$ cat src/rtl/exec_sequencer.sv
// rtl/exec_sequencer.sv - single-issue instruction sequencer driving operand fetch, execute, writeback and branch control
module exec_sequencer #(
    parameter int MULDIV_CYCLES = 4,
    parameter int MEM_LAT       = 1
) (
    input  logic       clk,
    input  logic       reset,
    input  logic       in_valid,
    output logic       in_ready,
    input  logic [4:0] opcode,
    input  logic       am,
    input  logic [2:0] rd,
    input  logic [5:0] br_target,
    input  logic       zero_in,
    input  logic       carry_in,
    input  logic       cmp_in,
    output logic       ex_enable,
    output logic [4:0] ex_opcode,
    output logic       ex_am,
    output logic       rf_we,
    output logic [2:0] rf_waddr,
    output logic       mem_we,
    output logic       pc_load,
    output logic [5:0] pc_target,
    output logic       flush,
    output logic       illegal,
    output logic       halted,
    output logic       busy
);

    typedef enum logic [2:0] {
        S_IDLE, S_OPND, S_EXEC, S_MDWAIT, S_WB, S_HALT
    } state_t;

    localparam logic [3:0] MD_LOAD = 4'(MULDIV_CYCLES - 2);
    localparam logic [1:0] OP_LOAD = 2'(MEM_LAT - 1);

    state_t     state, state_nxt;
    logic [4:0] opcode_q;
    logic       am_q;
    logic [2:0] rd_q;
    logic [5:0] tgt_q;
    logic       z_q, c_q, k_q;
    logic [3:0] md_cnt;
    logic [1:0] op_cnt;

    logic accept;
    logic is_muldiv, is_alu, writes_rf, is_store, is_cmp, is_illegal, is_halt, take;

    assign accept = (state == S_IDLE) && in_valid;

    // Opcode classes, all decoded from the latched copy of the instruction
    assign is_muldiv  = (opcode_q == 5'd3) || (opcode_q == 5'd4);
    assign is_alu     = (opcode_q <= 5'd10) || ((opcode_q >= 5'd16) && (opcode_q <= 5'd21));
    assign writes_rf  = (opcode_q <= 5'd11) || ((opcode_q >= 5'd16) && (opcode_q <= 5'd21));
    assign is_store   = (opcode_q == 5'd12);
    assign is_cmp     = (opcode_q == 5'd25);
    assign is_illegal = (opcode_q == 5'd15) || ((opcode_q >= 5'd26) && (opcode_q <= 5'd30));
    assign is_halt    = (opcode_q == 5'd31);

    always_comb begin
        case (opcode_q)
            5'd13:   take = 1'b1;
            5'd14:   take = z_q;
            5'd22:   take = ~z_q;
            5'd23:   take = c_q;
            5'd24:   take = k_q;
            default: take = 1'b0;
        endcase
    end

    always_ff @(posedge clk) begin
        if (reset) state <= S_IDLE;
        else       state <= state_nxt;
    end

    always_ff @(posedge clk) begin
        if (reset) begin
            opcode_q <= '0;
            am_q     <= 1'b0;
            rd_q     <= '0;
            tgt_q    <= '0;
            z_q      <= 1'b0;
            c_q      <= 1'b0;
            k_q      <= 1'b0;
            md_cnt   <= '0;
            op_cnt   <= '0;
        end else begin
            if (accept) begin
                opcode_q <= opcode;
                am_q     <= am;
                rd_q     <= rd;
                tgt_q    <= br_target;
                op_cnt   <= OP_LOAD;
            end else if (state == S_OPND && op_cnt != 2'd0) begin
                op_cnt <= op_cnt - 2'd1;
            end
            // EXEC counts as the first execute cycle, so MDWAIT runs MULDIV_CYCLES-1 cycles
            if (state == S_EXEC && is_muldiv)
                md_cnt <= MD_LOAD;
            else if (state == S_MDWAIT && md_cnt != 4'd0)
                md_cnt <= md_cnt - 4'd1;
            if (state == S_WB) begin
                if (is_alu) begin
                    z_q <= zero_in;
                    c_q <= carry_in;
                end
                if (is_cmp) k_q <= cmp_in;
            end
        end
    end

    always_comb begin
        state_nxt = state;
        in_ready  = 1'b0;
        ex_enable = 1'b0;
        rf_we     = 1'b0;
        mem_we    = 1'b0;
        pc_load   = 1'b0;
        flush     = 1'b0;
        illegal   = 1'b0;
        halted    = 1'b0;
        busy      = 1'b0;
        case (state)
            S_IDLE: begin
                in_ready = 1'b1;
                if (in_valid)
                    state_nxt = (am || opcode == 5'd11) ? S_OPND : S_EXEC;
            end
            S_OPND: begin
                busy = 1'b1;
                if (op_cnt == 2'd0) state_nxt = S_EXEC;
            end
            S_EXEC: begin
                busy      = 1'b1;
                ex_enable = 1'b1;
                state_nxt = is_muldiv ? S_MDWAIT : S_WB;
            end
            S_MDWAIT: begin
                busy      = 1'b1;
                ex_enable = 1'b1;
                if (md_cnt == 4'd0) state_nxt = S_WB;
            end
            S_WB: begin
                busy      = 1'b1;
                rf_we     = writes_rf;
                mem_we    = is_store;
                pc_load   = take;
                flush     = take;
                illegal   = is_illegal;
                state_nxt = is_halt ? S_HALT : S_IDLE;
            end
            S_HALT: begin
                halted = 1'b1;
            end
            default: state_nxt = S_IDLE;
        endcase
    end

    assign ex_opcode = opcode_q;
    assign ex_am     = am_q;
    assign rf_waddr  = rd_q;
    assign pc_target = tgt_q;

endmodule

$ cat config.mk
export PLATFORM = sky130hd
export DESIGN_NAME = exec_sequencer
export DESIGN_NICKNAME = d
export VERILOG_FILES = /design/src/rtl/exec_sequencer.sv
export SDC_FILE = /design/constraint.sdc
export NUM_CORES = 1
export LEC_CHECK = 0
export CAP_MARGIN = 20
export CORE_ASPECT_RATIO = 1.75
export CORE_MARGIN = 3
export CORE_UTILIZATION = 46
export CTS_CLUSTER_SIZE = 40
export DETAILED_ROUTE_END_ITERATION = 12
export PLACE_DENSITY_LB_ADDON = 0.25
export SLEW_MARGIN = 5
export SYNTH_ARGS = -nofsm -noshare
export SYNTH_HDL_FRONTEND = slang
export SYNTH_SLANG_ARGS = --single-unit
$ cat constraint.sdc
create_clock -name clk -period 2.2 [get_ports clk]
set_input_delay 0.55 -clock clk [delete_from_list [all_inputs] [get_ports clk]]
set_output_delay 0.55 -clock clk [all_outputs]
set_load 0.05 [all_outputs]
==> impl_metrics.json <==
{
  "status": "completed",
  "die_h_um": 80.6,
  "start_util_pct": 48.9,
  "hold_end": "rf_waddr[0]$_SDFFE_PP0P_",
  "holdPathStages": 2,
  "slew_violations": 0,
  "grt_max_degree": 24,
  "power.share.clock_pct": 20.8,
  "min-delay-start": "rf_waddr[0]$_SDFFE_PP0P_",
  "fin_worst_skew_ps": 4.03,
  "pre_cts_slack_ps": 149,
  "grt-ovfl-total": 0,
  "timing.final.ws_setup_ps": 54.4,
  "worstPathArrival_ps": 1600,
  "clockRootBuffer": "clkbuf_8",
  "place_inst": 259,
  "drc": 0,
  "h-tree-depth": 1,
  "ant_nets": 0,
  "die_w_um": 48.6,
  "synth-main-ff-cell": "dfxtp_1",
  "mostFrequentLayoutCell": "nand2_1",
  "power.total_uw": 1330,
  "antenna_found_initial": 0,
  "maxSlewHeadroom_pct": 64.5,
  "cap_violations": 0,
  "wl_per_cell_um": 14.3,
  "hold_class": "register to register",
  "drt-pass1-iter-count": 4,
  "final_net_count": 250,
  "antenna_cells": 0,
  "coreArea_um2": 2990,
  "final_cells": 268,
  "r2r_cells": 6,
  "p_seq_share_pct": 42.1,
  "switchingPower_uw": 475,
  "netlist-cell-type-count": 43,
  "cts_num_sinks": 27,
  "maxClockFrequency_mhz": 466,
  "die_area_um2": 3920,
  "path_clk_slew_ps": 90,
  "cts.path.max_buffers": 2,
  "place.gp.congestion": 0.836,
  "port_buffers": 44,
  "synth_nets": 206,
  "endpoint_kind": "output port",
  "p_int_uw": 856,
  "grt_pass1_vias": 1454,
  "required_ps": 1650,
  "reg2reg_setup_slack_ps": 470,
  "dp_hpwl_mm": 2.77,
  "cts_hold_buffers": 0,
  "combinationalPowerShare_pct": 37.1,
  "final_hold_viol_count": 0,
  "finalSetupTns_ps": 0,
  "ys_seq_elements": 27,
  "ios": 45,
  "drive_gt1_share_pct": 19.0,
  "ir_drop_uv": 622,
  "mostFrequentLayoutCells": "nand2_1, clkdlybuf4s50_1, dfxtp_1, a21oi_1, nor2_1",
  "postSynthCellCount": 183,
  "cts_tree": "done",
  "grt_pass1_wl_mm": 6.49,
  "avgSynthCellArea_um2": 7.99,
  "routed_wl_mm": 3.83,
  "numCtsBuffers": 3,
  "period_share_pct": 97.5,
  "p_per_area_nw_per_um2": 605,
  "synth_edf_count": 0,
  "seq_area_frac_synth_pct": 37.0,
  "n_fill_cell": 235,
  "crit_type": "register to output port",
  "p_sw_share_pct": 35.7,
  "tightest_slew_ps": 531,
  "layout-area-overhead-vs-synth_pct": 50.4,
  "start_kind": "register",
  "vias": 1475,
  "r2r_start": "ex_opcode[0]$_SDFFE_PP0P_",
  "yosys_warnings": 0,
  "fin_hold_ws_ps": 463,
  "netlist_area_um2": 1460,
  "rows": 26,
  "setup_viol": 0,
  "clock_latency_ps": 270,
  "synth-async-reset-ratio_pct": 0,
  "drt_iter0_drc": 14,
  "grt_use_total_pct": 20.7,
  "path_max_fanout": 5,
  "avgViaCountPerCell": 5.50,
  "rr_endpoint": "state[0]$_SDFFE_PP0P_",
  "p_leak_uw": 0.000833,
  "fin_crit_ps": 2150
}
-- cells in the mapped netlist, drive strengths merged, types with 3 or more instances --
library cell  instances  share of area (%)
a211oi                3                1.5
nor2                 11                2.8
nand4b                3                1.8
nor3                  8                3.1
nand2                38                9.8
or3                   3                1.3
a21oi                18                6.2
nor2b                 3                1.3
o21ai                 4                1.4
buf                   9                3.7
clkbuf                6                1.5
mux2i                 7                4.8
inv                   8                2.1
dfxtp                27                 37
xnor2                 4                2.4
-- sequential cells by signal (all words and copies together), names as in the netlist --
signal / count
op_cnt: 2
ex_opcode: 5
z_q: 1
pc_target: 6
k_q: 1
state: 3
rf_waddr: 3
ex_am: 1
md_cnt: 4
c_q: 1
-- worst max-delay path by stage --
stage	slack, ps	cells after the start	startpoint	to
after floorplan	-130	5	ex_opcode[3]$_SDFFE_PP0P_	pc_load
after global placement	200	5	ex_opcode[0]$_SDFFE_PP0P_	pc_load
after detailed placement	150	5	ex_opcode[0]$_SDFFE_PP0P_	pc_load
after CTS	10	4	ex_opcode[3]$_SDFFE_PP0P_	pc_load
final	50	5	ex_opcode[0]$_SDFFE_PP0P_	pc_load
after global routing	-10	5	ex_opcode[0]$_SDFFE_PP0P_	flush
-- kinds of logic (layout without fill, tap and decap cells) --
group | after synthesis | count (layout) | synth area share, %
xor gates and xnor gates | 4 | 4 | 2.39
AOI/OAI and AO/OA | 40 | 40 | 18.9
muxes | 7 | 7 | 4.79
adders and majority gates | 2 | 2 | 1.71
DFF | 27 | 27 | 37.0
buffers and inverters | 23 | 66 | 7.27
and+or+nand+nor | 80 | 80 | 28.0
-- stage by stage --
| step | area (um^2) | utilization, % |
|---|---|---|
| global route | 2200 | 73.5 |
| floorplan | 1520 | - |
| finish | 2200 | 73.5 |
| global placement | 2070 | 69.1 |
| detailed placement | 2070 | 69.1 |
| CTS | 2140 | 71.6 |
-- power by group through the flow --
stage                     clock [uW]  combinational (uW)  sequential [uW]
after detailed placement           0                 474              572
after global placement             0                 466              569
after floorplan                    0                 222              638
after CTS                        281                 484              560
final                            276                 494              561
after global routing             304                 526              567
-- final cells by class --
cell class                      instances  area (um^2)  area share (%)
Timing Repair Buffer                   54          618            28.1
Clock buffer                            3         41.3            1.88
Clock inverter                          1         5.00           0.228
Tap cell                               42         52.6            2.39
Sequential cell                        27          561            25.5
Multi-Input combinational cell        133          892            40.6
Inverter                                8         30.0            1.37
-- critical path: stages, from the launching register on --
cell and delay (ps):
dfxtp_4 370, buf_4 160, a2111oi_4 310, o21ai_2 110, a21oi_4 220, buf_12 160
-- repair_timing --
action | in CTS | in global routing
setup endpoints to repair | 4 | 4
setup buffers | 2 | 3
pin swaps | 1 | 4
resized for setup | 6 | 10
-- layer usage --
layer	global-route usage, %	vias up	share of wire, %
li1	-	722	-
met1	20.3	703	37
met2	41.8	44	57
met3	2.97	6	4.2
met4	8.55	0	1.8
met5	0	-	0
(Power assumes the default switching activity.)
==> edit: new RTL, config.mk and constraints unchanged <==
Reset style: asynchronous (`reset`), changed in 2 clocked blocks.
--- a/src/rtl/exec_sequencer.sv
+++ b/src/rtl/exec_sequencer.sv
@@ -69,12 +69,12 @@
         endcase
     end
 
-    always_ff @(posedge clk) begin
+    always_ff @(posedge clk or posedge reset) begin
         if (reset) state <= S_IDLE;
         else       state <= state_nxt;
     end
 
-    always_ff @(posedge clk) begin
+    always_ff @(posedge clk or posedge reset) begin
         if (reset) begin
             opcode_q <= '0;
             am_q     <= 1'b0;
Behaviour: differs if reset is asserted again (counterexample within 4 cycles, from zero or initial values and one cycle with reset high); with reset held inactive, the same outputs for 10 cycles.
==> edit against the unedited design <==
  * The run now ends with negative setup slack left
  * Design area increased by 6.8%
  * Die area increased by 5.5%
  * Sequential share of layout area increased by 3.6 points
  * Wire length increased by 8.5%
  * Cell count decreased by 9.0%
  * Synthesized area increased by 6.1%
  * Sequential cell count unchanged
  * Setup slack got worse by 0.13 ns
  * Synthesized cell count decreased by 20%
  * Core utilization increased by 0.50 points
Power is not compared: it rests on default switching activity, and its combinational part moved more than twofold at a synthesized area within 25%.
==> edit: results (changes against the unedited design) <==
- Sequential share of the synthesized area: 0.435 (was 0.370)
- GRT met3 Usage: 0.0395 (was 0.0297)
- Status: finished, violations left (was complete, no violations)
- Ranking of synthesized cells by area: dfrtp_1, mux2_2, mux2_4, nor2_1, a21oi_1 (was dfxtp_1, nand2_1, a21oi_1, mux2i_1, nor2_1)
- Slew of the pin with the lowest slew margin: 0.528 ns (was 0.531 ns)
- Layout cells sized above 1: 0.363 (was 0.190)
- Met3 wire length: 153 um (was 161 um)
- Worst-Skew Late Latency: 0.29 ns (was 0.27 ns)
- Setup TNS: -0.197 ns (was 0 ns)
- CP max stage cell: dfrtp_2 (was dfxtp_4)
- Failing checks: negative setup slack
- Setup ws final: -0.0782 ns (was 0.0544 ns)
- Placer Congestion: 0.785 (was 0.836)
- Filler cell count in the final layout: 241 (was 235)
- FF-to-FF setup slack: 0.41 ns (was 0.47 ns)
- Area after DPL: 0.00212 mm2 (was 0.00207 mm2)
- Total Routing Usage GR: 0.210 (was 0.207)
- Crit path DAT: 1.73 ns (was 1.60 ns)
- HPWL Detailed: 2810 um (was 2770 um)
- Syn nets: 170 (was 206)
- Setup Viol. Count Final: 3 (was 0)
- WL met1: 1430 um (about the same)
- Metal2 WL: 2350 um (was 2170 um)
- Met2 Use GR: 0.397 (was 0.418)
- Clock skew: 0.00606 ns (was 0.00403 ns)
- Highest cell delay on the worst timing path: 0.47 ns (was 0.37 ns)
- Drt wl/cell: 17.0 um (was 14.3 um)
- Netlist cell types: 44 (was 43)
- Met1 usage: 0.190 (was 0.203)
edit: cell types whose count changed after synthesis, moves of 4 or more:
cell	unedited run	this run
dfrtp_1	0	27
nand2_1	38	5
a21oi_1	18	8
clkbuf_1	6	2
mux2_2	0	11
nand4_1	0	4
dfxtp_1	27	0
mux2_4	0	6
nor3_1	7	3
mux2i_1	7	1
edit: kinds of logic (layout without fill, tap and decap cells):
family                   count (synthesis)  count (layout)  synth area share
XOR/XNOR                                 4               4            0.0226
multiplexers                            18              18             0.144
AO/OA/AOI/OAI                           26              26             0.110
buffers and inverters                   21              76            0.0815
adder cells (fa/ha/maj)                  3               3            0.0242
AND/OR/NAND/NOR                         47              47             0.182
flip-flops                              27              27             0.435
edit: stage by stage:
step / cells / total power, W / setup slack (ns) / hold WS (ns)
global placement: 225 / 0.00312 / 0.260 / 0.489
finish: 244 / 0.00384 / -0.0782 / 0.519
global route: 244 / 0.00403 / -0.120 / 0.540
floorplan: 146 / 0.00256 / -0.160 / 0.471
detailed placement: 225 / 0.00318 / 0.188 / 0.498
CTS: 240 / 0.00367 / -0.0439 / 0.521
edit: what timing repair did:
action                                 4_1_cts  5_1_grt
resized for setup                            8       13
pin swaps                                    1        4
setup endpoints to repair                    4        8
endpoints found under the hold margin        0        0
buffers inserted                            11        4
edit: critical path, delay by kind of cell (launching register included):
kind	cells	cell delay, ns
AO/OA/AOI/OAI	2	0.28
buffers and inverters	1	0.17
flip-flops	1	0.47
AND/OR/NAND/NOR	2	0.52
edit: final cells by class:
cell class	instances	area, um2	share of cell area
multi-input cells	98	836	0.356
repair buffers	63	693	0.295
flip-flops and latches	27	683	0.291
inverters	9	33.8	0.0144
clock buffers	3	41.3	0.0176
clock inverters	1	8.76	0.00373
well taps	43	53.8	0.0229
edit: worst paths after layout:
check | startpoint | end | cells after the start
setup / recovery | ex_opcode[0]$_DFFE_PP0P_ | pc_load | 5
hold / removal | pc_target[4]$_DFFE_PP0P_ | pc_target[4]$_DFFE_PP0P_ | 1
setup reg to reg | state[0]$_DFFE_PP0P_ | ex_opcode[0]$_DFFE_PP0P_ | 5
hold reg to reg | pc_target[4]$_DFFE_PP0P_ | pc_target[4]$_DFFE_PP0P_ | 1
max in group asynchronous | reset | state[0]$_DFFE_PP0P_ | 3
min in group asynchronous | reset | pc_target[3]$_DFFE_PP0P_ | 2
edit: power by group through the flow:
stage	Combinational, W	Clock (W)	Sequential (W)
6_report	0.00253	0.000304	0.00100
4_1_cts	0.00237	0.000310	0.000988
2_1_floorplan	0.00118	0	0.00138
5_1_grt	0.00266	0.000338	0.00103
3_5_place_dp	0.00214	0	0.00104
3_3_place_gp	0.00210	0	0.00102
